--- src/rtl/arbitro_mux2a1.sv ---
// Round-robin valid/ready arbiter feeding the 2:1 mux: drives s0 and a registered F.
// Build option ARBITRO_PRIO_FIJA_EN selects fixed priority (A wins every tie).
module arbitro_mux2a1 #(
    parameter int W  = 3,
    parameter int CW = 8
) (
    input  logic          clk,
    input  logic          rst_n,
    input  logic [W-1:0]  A,
    input  logic          valid_a,
    output logic          ready_a,
    input  logic [W-1:0]  B,
    input  logic          valid_b,
    output logic          ready_b,
    output logic [W-1:0]  F,
    output logic          valid_f,
    input  logic          ready_f,
    output logic          s0,
    output logic [CW-1:0] cuenta
);

    typedef enum logic {
        VACIO = 1'b0,
        LLENO = 1'b1
    } estado_t;

    estado_t       estado_r;
    logic [W-1:0]  f_r;
    logic          s0_r;
    logic [CW-1:0] cuenta_r;
    logic          ultimo_r;

    logic          carga_s;
    logic          grant_a_s;
    logic          grant_b_s;
    logic          grant_s;
    logic [W-1:0]  dato_s;

    // Output slot can take a word when empty or draining; nothing is taken during reset
    always_comb begin
        carga_s = rst_n && ((estado_r == VACIO) || ready_f);
    end

    // Grant selection from the two valids only, so ready_* never depends on ready_*
    always_comb begin
        grant_a_s = 1'b0;
        grant_b_s = 1'b0;
        case ({valid_a, valid_b})
            2'b10: grant_a_s = 1'b1;
            2'b01: grant_b_s = 1'b1;
            2'b11: begin
`ifdef ARBITRO_PRIO_FIJA_EN
                grant_a_s = 1'b1;
`else
                if (ultimo_r) begin
                    grant_a_s = 1'b1;
                end else begin
                    grant_b_s = 1'b1;
                end
`endif
            end
            default: begin
                grant_a_s = 1'b0;
                grant_b_s = 1'b0;
            end
        endcase
    end

    // Handshake strobes and the word that loads into F on a grant
    always_comb begin
        ready_a = carga_s & grant_a_s;
        ready_b = carga_s & grant_b_s;
        grant_s = ready_a | ready_b;
        if (grant_b_s) begin
            dato_s = B;
        end else begin
            dato_s = A;
        end
    end

    // Output-register FSM: VACIO/LLENO track valid_f; a grant loads F, s0, ultimo, cuenta
    always_ff @(posedge clk or negedge rst_n) begin
        if (!rst_n) begin
            estado_r <= VACIO;
            f_r      <= {W{1'b0}};
            s0_r     <= 1'b0;
            cuenta_r <= {CW{1'b0}};
            ultimo_r <= 1'b1;
        end else begin
            case (estado_r)
                VACIO: begin
                    if (grant_s) begin
                        estado_r <= LLENO;
                        f_r      <= dato_s;
                        s0_r     <= grant_b_s;
                        ultimo_r <= grant_b_s;
                        cuenta_r <= cuenta_r + CW'(1);
                    end else begin
                        estado_r <= VACIO;
                    end
                end
                LLENO: begin
                    if (ready_f && grant_s) begin
                        estado_r <= LLENO;
                        f_r      <= dato_s;
                        s0_r     <= grant_b_s;
                        ultimo_r <= grant_b_s;
                        cuenta_r <= cuenta_r + CW'(1);
                    end else if (ready_f) begin
                        estado_r <= VACIO;
                    end else begin
                        estado_r <= LLENO;
                    end
                end
                default: begin
                    estado_r <= VACIO;
                end
            endcase
        end
    end

    assign F       = f_r;
    assign valid_f = (estado_r == LLENO);
    assign s0      = s0_r;
    assign cuenta  = cuenta_r;

endmodule

--- config.mk ---
export PLATFORM = sky130hd
export DESIGN_NAME = arbitro_mux2a1
export DESIGN_NICKNAME = d
export VERILOG_FILES = /design/src/rtl/arbitro_mux2a1.sv
export SDC_FILE = /design/constraint.sdc
export NUM_CORES = 1
export LEC_CHECK = 0
export CORE_ASPECT_RATIO = 0.9
export CORE_UTILIZATION = 36
export CTS_BUF_LIST = sky130_fd_sc_hd__clkbuf_16
export DETAILED_ROUTE_END_ITERATION = 12
export PLACE_DENSITY_LB_ADDON = 0.08
export RECOVER_POWER = 25
export SETUP_SLACK_MARGIN = 0.2
export SYNTH_ARGS = -nofsm -noshare
export SYNTH_HDL_FRONTEND = slang
export SYNTH_SLANG_ARGS = --single-unit
--- constraint.sdc ---
create_clock -name clk -period 1.2 [get_ports clk]
set_input_delay 0.24 -clock clk [delete_from_list [all_inputs] [get_ports clk]]
set_output_delay 0.24 -clock clk [all_outputs]
set_load 0.005 [all_outputs]
==> results of run 1 <==
[stage by stage]
step,TNS [ns],power [mW],util [%],area [µm²],setup slack [ns]
after floorplan,0,0.979,-,641,0.00136
after global placement,-6.47,1.43,59.3,987,-0.578
after detailed placement,-6.68,1.44,59.3,987,-0.594
after CTS,-1.36,2.12,67.2,1120,-0.231
after global routing,-2.64,2.35,72.6,1210,-0.275
final,-1.73,2.23,72.6,1210,-0.234
[worst max-delay path, stage by stage, from the launching register on]
cell,delay (ns)
dfstp_2,0.55
buf_6,0.11
o21ai_4,0.05
nor2_2,0.12
buf_2,0.12
[metal layers]
layer | global-route usage, % | wire (µm) | vias up
li1 | - | - | 313
met1 | 28.1 | 819 | 314
met2 | 31.3 | 916 | 19
met3 | 4.35 | 66 | 2
met4 | 8.82 | 9 | 0
met5 | 0 | 0 | -
[sequential cells by signal (all words and copies together) (netlist names)]
register,count
ultimo_r,1
s0,1
valid_f,1
F,3
cuenta,8
[placed cells by master (no fill, tap or decap), types with 2 or more instances in the layout]
| cell | instances |
|---|---|
| a21oi_2 | 4 |
| and3_1 | 2 |
| buf_2 | 15 |
| buf_4 | 19 |
| buf_6 | 8 |
| clkbuf_16 | 3 |
| clkdlybuf4s50_1 | 6 |
| dfrtp_1 | 13 |
| dlygate4sd2_1 | 4 |
| inv_1 | 2 |
| nand2_1 | 2 |
| nand2_2 | 2 |
| nand4_1 | 4 |
| nor2_1 | 2 |
| nor2_2 | 4 |
| o22ai_1 | 3 |
| xnor2_1 | 5 |
[worst paths after layout]
path | endpoint | startpoint | cells past startpoint
min in group clk | ultimo_r | valid_a | 2
max in group asynchronous | ultimo_r | rst_n | 2
min reg2reg | cuenta[7] | cuenta[7] | 2
min | s0 | rst_n | 2
max reg2reg | cuenta[6] | valid_f | 6
max | ready_a | ultimo_r | 4
[Yosys cell counts (all sizes together)]
cell / count
a31oi: 1
inv: 2
buf: 1
nand2b: 1
ha: 1
nor3b: 1
o21ai: 2
dfrtp: 13
nor2: 7
clkbuf: 1
nand4: 4
dfstp: 1
and3: 2
nand2: 5
xor2: 1
o22ai: 3
xnor2: 6
mux2: 1
a21oi: 5
and2: 1
[repair_timing]
item / 4_1_cts / 5_1_grt
endpoints found under the setup margin: 28 / 22
pin swaps: 12 / 6
buffers inserted: 11 / 5
gates resized for setup: 78 / 12
[layout make-up]
cell class	count	area, µm²
Clock buffer	3	75.1
Tap cell	24	30.0
Multi-Input combinational cell	41	337
Fill cell	124	457
Inverter	2	7.51
Timing Repair Buffer	52	403
Sequential cell	14	352
Clock inverter	1	3.75
[logic make-up after synthesis]
group / after synthesis
simple gates: 21
flops: 14
compound gates: 11
xor+xnor: 7
buf+inv: 4
mux: 1
fa+ha+maj: 1
[report_power, final]
part           leakage (nW)  internal, mW  switching, mW  total [mW]
Clock                0.0385         0.441          0.196       0.636
Sequential            0.168         0.617         0.0720       0.689
Combinational         0.386         0.521          0.380       0.900
==> reports/metrics.yaml, run 1 <==
power.static_leakage_nw: 0.593
synthMuxAreaShare_pct: 1.77
cts_sinks: 14
power_density_nw_per_um2: 1840
initial_utilization_pct: 38.2
status: "finished, violations left"
grt_overflow: 0
grt_use_total_pct: 20.7
relSlewSlack_pct: 86.2
fp.dieArea_um2: 1940
ys_seq_area_share_pct: 55.3
hp-class: "in -> async"
fin_ws_ns: -0.234
h-tree-depth: 1
nets: 126
setup_viol: 13
area_growth_pct: 90.0
drv_cap: 0
drcViolationCount: 0
yosys.area_share.xor_xnor_pct: 9.65
timing.hold.ws_ns: 0.143
end_kind: "output pin"
postSynthNetCount: 71
worstPathRequired_ns: 0.96
start_kind: "flop"
ir_drop_v: 0.00102
hpwlAfterDp_um: 1080
synthSimpleGateAreaFrac_pct: 18.3
synth-compound-area-share_pct: 9.45
synth.distinct_cells: 21
rsz0062_at_grt: "yes"
timing_worst_setup_path_type: "reg -> out"
clockBufferDepth: 2
die-height_um: 41.9
grt_pass1_vias: 636
finalWirelength_um: 1810
finalNonFillerCells: 137
drt_iter0_markers: 6
violations: "setup timing"
syn_area_per_cell_um2: 10.8
cts_root_buf: "clkbuf_16"
worstMarginPinSlew_ns: 0.206
ios: 26
clk_pin_slew_ns: 0.05
layout-drive-gt1-share_pct: 56.6
grt_max_degree: 10
synth_area_leader_cell: "dfrtp_1"
io_buffer_count: 25
first_pass_iters: 3
coreArea_um2: 1660
antenna_found_initial: 0
crit_arrival_ns: 1.19
rows: 14
r2r_setup_slack_ns: -0.17
grt_pass1_wl_um: 2800
synth_top_area_share_pct: 51.2
wl_per_cell_um: 13.2
syn_area_um2: 636
die_x_um: 46.3
synth.area.top_cells: "dfrtp_1 (51%), xnor2_1 (8.3%), dfstp_2 (4.1%)"
yosys.area_share.adder_pct: 1.97
cts_tree: "yes"
cts_buffers: 3
skew_ns: 0.00522
gp_congestion: 0.816
routed_via_density: 4.73
synth-seq-cells: 14
fmax_ghz: 0.697
syn-instance-count: 59
synth_top_family_by_area: "simple AND/OR/NAND/NOR gates"
yosysWarnings: 0
finalHoldViolCount: 0
fin_crit_sh_pct: 119
postRouteAntennaNets: 0
antenna_cells: 0
clock_latency_ns: 0.24
fin_crit_ns: 1.43
place_inst: 117
cts_hold_buf: 0
crit_fanout: 3
via_count: 648
drv_slew: 0
(Power assumes the default switching activity.)
==> run 2, diff against run 1 <==
Settings changed: REMOVE_ABC_BUFFERS from default to 1.
==> reports/metrics.yaml, run 2 (synthesis results as in run 1) <==
status: "finished, violations left"
violations: "setup timing"
clock_latency_ns: 0.24  # about the same
worstPathRequired_ns: 0.96  # about the same
drv_cap: 0  # unchanged
start_kind: "flop"
cts_buffers: 3  # unchanged
grt_overflow: 0  # unchanged
grt_use_total_pct: 20.2  # -0.51 points
ios: 26  # unchanged
routed_via_density: 4.69  # -0.82%
coreArea_um2: 1660  # unchanged
finalHoldViolCount: 0  # unchanged
totalPowerFinal_mw: 2.22  # -0.17%
crit_start: "ultimo_r"
endpoint: "ready_b"
cts_sinks: 14  # unchanged
fin_crit_ns: 1.42  # -0.0166 ns
relSlewSlack_pct: 78.4  # -7.9 points
layout-drive-gt1-share_pct: 55.4  # -1.3 points
end_kind: "output pin"
fp.dieArea_um2: 1940  # unchanged
via_count: 638  # -1.5%
timing.hold.ws_ns: 0.177  # +0.0341 ns
wl_met2_um: 995  # +8.6%
clk_pin_slew_ns: 0.05  # about the same
fin_ws_ns: -0.217  # +0.0166 ns
cts_hold_buf: 0  # unchanged
reg2reg_to: "F[0]"
grt_pass1_vias: 630  # -0.94%
place_area_um2: 998  # +1.1%
n_fill_cell: 117  # -5.6%
worstMarginPinSlew_ns: 0.325  # +0.118 ns
drt_iter0_markers: 5  # -1
cts_tree: "yes"
gp_congestion: 0.808  # -1.0%
fin_area_um2: 1220  # +0.93%
cts_root_buf: "clkbuf_16"
finalNonFillerCells: 136  # -0.73%
drv_slew: 0  # unchanged
initial_utilization_pct: 38.2  # unchanged
grt_max_degree: 10  # unchanged
mostFrequentLayoutCells: "buf_4 (17), buf_2 (15), dfrtp_1 (13)"
finalWirelength_um: 1920  # +5.8%
fin_crit_sh_pct: 118  # -1.4 points
met3_length_um: 71  # +7.6%
crit-reg2reg-launch: "ultimo_r"
postRouteAntennaNets: 0  # unchanged
r2r_setup_slack_ns: -0.20  # -0.03 ns
rsz0062_at_grt: "yes"
drcViolationCount: 0  # unchanged
io_buffer_count: 25  # unchanged
die_x_um: 46.3  # unchanged
grt_pass1_wl_um: 2770  # -1.2%
final_common_cell: "buf_4"
crit_arrival_ns: 1.18  # about the same
timing_worst_setup_path_type: "reg -> out"
hpwlAfterDp_um: 1120  # +4.0%
hp-class: "in -> async"
power_density_nw_per_um2: 1820  # -1.1%
skew_ns: 0.00110  # -0.00411 ns
power.static_leakage_nw: 0.601  # +1.4%
rows: 14  # unchanged
largest_reg_flops: 8  # unchanged
antenna_found_initial: 0  # unchanged
area_growth_pct: 91.7
h-tree-depth: 1  # unchanged
reg2regPathDepth: 9  # +3
dp_worst_setup_slack_ns: -0.645  # -0.0508 ns
nets: 125  # -0.79%
wl_per_cell_um: 14.1  # +6.6%
antenna_cells: 0  # unchanged
crit_fanout: 3  # unchanged
top_layer_used: "met4"
ir_drop_v: 0.00120  # +17%
place_inst: 119  # +1.7%
setup_viol: 11  # -2
wl_met1_um: 841  # +2.7%
clockBufferDepth: 2  # unchanged
first_pass_iters: 2  # -1
fmax_ghz: 0.706  # +1.2%
die-height_um: 41.9  # unchanged
## run 2: worst max-delay path: stages (launching register included)
cell	delay, ns
dfstp_2	0.54
buf_6	0.11
nand2_4	0.05
nand2_4	0.07
nor2_2	0.04
buf_2	0.12
## run 2: how the worst min path moves through the flow
stage / from / end / depth (start not counted)
after CTS: rst_n / cuenta[2] / 2
after global placement: cuenta[7] / cuenta[7] / 1
after global routing: rst_n / cuenta[6] / 2
after floorplan: rst_n / F[0] / 0
final: rst_n / F[1] / 2
after detailed placement: cuenta[7] / cuenta[7] / 1
## run 2: timing repair
item,4_1_cts,5_1_grt
pin swaps,12,9
setup buffers,9,4
endpoints found under the setup margin,28,21
gates resized for setup,76,19
## run 2: routing by layer
metal / global-route usage [%] / vias to the layer above
met5: 0 / -
met4: 5.29 / 0
met3: 7.83 / 2
met2: 31.0 / 11
met1: 26.2 / 315
li1: - / 310
## run 2: final cells by class
| cell class | count | area, µm² | share of cell area, % |
|---|---|---|---|
| well taps | 24 | 30.0 | 2.46 |
| clock inverters | 1 | 3.75 | 0.308 |
| clock buffers | 3 | 75.1 | 6.16 |
| multi-input cells | 41 | 358 | 29.4 |
| repair buffers | 51 | 393 | 32.2 |
| flip-flops and latches | 14 | 352 | 28.9 |
| inverters | 2 | 7.51 | 0.616 |
## run 2: through the flow
step	TNS, ns	utilization [%]
after floorplan	-0.413	-
after global placement	-6.93	60.0
after detailed placement	-7.06	60.0
after CTS	-1.15	67.1
after global routing	-1.80	73.2
final	-1.24	73.2
## run 2: report_power, final
part,switching [mW],internal [mW],total [mW]
sequential,0.0721,0.618,0.690
combinational,0.387,0.521,0.909
clock,0.184,0.440,0.624
total,0.644,1.58,2.22
==> run 3, diff against run 2 <==
Settings changed: PLACE_DENSITY from default to 0.83, PLACE_DENSITY_LB_ADDON 0.08 to default.
==> reports/metrics.yaml, run 3 (synthesis results as in run 1) <==
grt_use_total_pct: 23.3  # +3.2 points
violations: "setup timing"
routed_via_density: 4.74  # +1.1%
cts_tree: "yes"
ir_drop_v: 0.00148  # +24%
fin_ws_ns: -0.191  # +0.0258 ns
power.static_leakage_nw: 0.592  # -1.5%
clock_latency_ns: 0.24  # about the same
grt_pass1_vias: 692  # +9.8%
fin_crit_sh_pct: 116  # -2.1 points
finalWirelength_um: 1990  # +3.7%
hp-class: "in -> async"
first_pass_iters: 4  # +2
via_count: 645  # +1.1%
largest_reg_flops: 8  # unchanged
hpwlAfterDp_um: 1170  # +3.9%
initial_utilization_pct: 38.2  # unchanged
clk_pin_slew_ns: 0.04  # about the same
crit_arrival_ns: 1.15  # -0.03 ns
crit_buf_inv: 2  # unchanged
relSlewSlack_pct: 74.7  # -3.6 points
rsz0062_at_grt: "yes"
wl_per_cell_um: 14.6  # +3.7%
rows: 14  # unchanged
timing_worst_setup_path_type: "reg -> out"
worstPathRequired_ns: 0.96  # about the same
fmax_ghz: 0.719  # +1.9%
fp.dieArea_um2: 1940  # unchanged
crit_path_max_incr_delay_ns: 0.55  # about the same
postRouteAntennaNets: 0  # unchanged
crit_family: "flip-flops"
finalHoldViolCount: 0  # unchanged
final_common_cell: "buf_4"
drcViolationCount: 0  # unchanged
cts_sinks: 14  # unchanged
power_density_nw_per_um2: 1840  # +0.65%
grt_overflow: 0  # unchanged
worstMarginPinSlew_ns: 0.379  # +0.0547 ns
drv_slew: 0  # unchanged
cts_buffers: 3  # unchanged
grt_max_degree: 9  # -1
mostFrequentLayoutCells: "buf_4 (19), buf_2 (15), dfrtp_1 (13)"
path_cells: "buf_6 -> nand2_4 -> nand2_2 -> nor2_1 -> buf_2"
ios: 26  # unchanged
drv_cap: 0  # unchanged
fin_crit_ns: 1.39  # -0.0258 ns
gp_congestion: 0.787  # -2.6%
skew_ns: 0.00548  # +0.00438 ns
nets: 125  # unchanged
cts_root_buf: "clkbuf_16"
coreArea_um2: 1660  # unchanged
area_growth_pct: 89.2
die_x_um: 46.3  # unchanged
h-tree-depth: 1  # unchanged
end_kind: "output pin"
die-height_um: 41.9  # unchanged
layout-drive-gt1-share_pct: 56.3  # +0.89 points
totalPowerFinal_mw: 2.21  # -0.69%
grt_pass1_wl_um: 3100  # +12%
cp_slowest_cell: "dfstp_2"
io_buffer_count: 25  # unchanged
setup_viol: 13  # +2
clockBufferDepth: 2  # unchanged
start_kind: "flop"
crit_fanout: 2  # -1
status: "finished, violations left"
drt_iter0_markers: 11  # +6
antenna_found_initial: 0  # unchanged
cts_hold_buf: 0  # unchanged
antenna_cells: 0  # unchanged
timing.hold.ws_ns: 0.118  # -0.0590 ns
run 3: changes by cell type in the layout (fill, tap and decap cells not counted), moves of 2 or more:
cell	before	now
buf_4	17	19
nor2_2	3	1
nand2_2	1	3
buf_6	8	6
a21oi_1	3	1
a21oi_2	2	4
run 3: metal layers:
layer	routed length [µm]	vias to the layer above	GRT usage, %
met2	1050	17	38.3
li1	-	310	-
met4	65	0	12.9
met5	0	-	0
met1	790	309	25.4
met3	79	9	7.83
run 3: where the power goes:
| part | leakage, nW | internal (mW) | switching (mW) |
|---|---|---|---|
| Clock | 0.0423 | 0.440 | 0.186 |
| Sequential | 0.168 | 0.618 | 0.0766 |
| Combinational | 0.382 | 0.498 | 0.389 |
| Total | 0.592 | 1.56 | 0.652 |
run 3: cell type report:
class | instances | area [µm²]
Timing Repair Buffer | 51 | 384
Fill cell | 124 | 462
Inverter | 2 | 7.51
Clock inverter | 1 | 3.75
Clock buffer | 3 | 75.1
Multi-Input combinational cell | 41 | 350
Tap cell | 24 | 30.0
Sequential cell | 14 | 352
run 3: worst paths after layout:
kind,slack [ns],cells past startpoint,end,from
worst min-delay path,0.12,2,s0,rst_n
min in group clk,0.46,3,ultimo_r,valid_a
max in group asynchronous,0.75,2,cuenta[4],rst_n
worst max register to register,-0.13,5,cuenta[1],valid_f
worst min register to register,0.53,2,F[0],F[0]
worst max-delay path,-0.19,5,ready_b,ultimo_r
run 3: worst reg2reg max path, delay by kind of cell, from the launching register on:
family,cells,cell delay (ns)
multiplexers,1,0.30
flip-flops,1,0.40
AND/OR/NAND/NOR,2,0.26
buffers and inverters,2,0.26
run 3: what timing repair did:
action                     CTS  global route
pin swaps                   18             4
setup buffers               12             1
gates resized for setup     89             3
setup endpoints to repair   28            24
cloned                       0             0
hold endpoints to repair     0             0
run 3: per-stage QoR:
step / instance area [µm²] / cells / utilization [%] / setup WS [ns] / TNS, ns
finish: 1200 / 136 / 72.3 / -0.191 / -1.40
global route: 1200 / 136 / 72.3 / -0.230 / -2.37
CTS: 1180 / 135 / 71.2 / -0.185 / -1.14
detailed placement: 998 / 119 / 60.0 / -0.699 / -7.24
global placement: 998 / 119 / 60.0 / -0.603 / -6.92
floorplan: 621 / 57 / - / -0.138 / -0.413
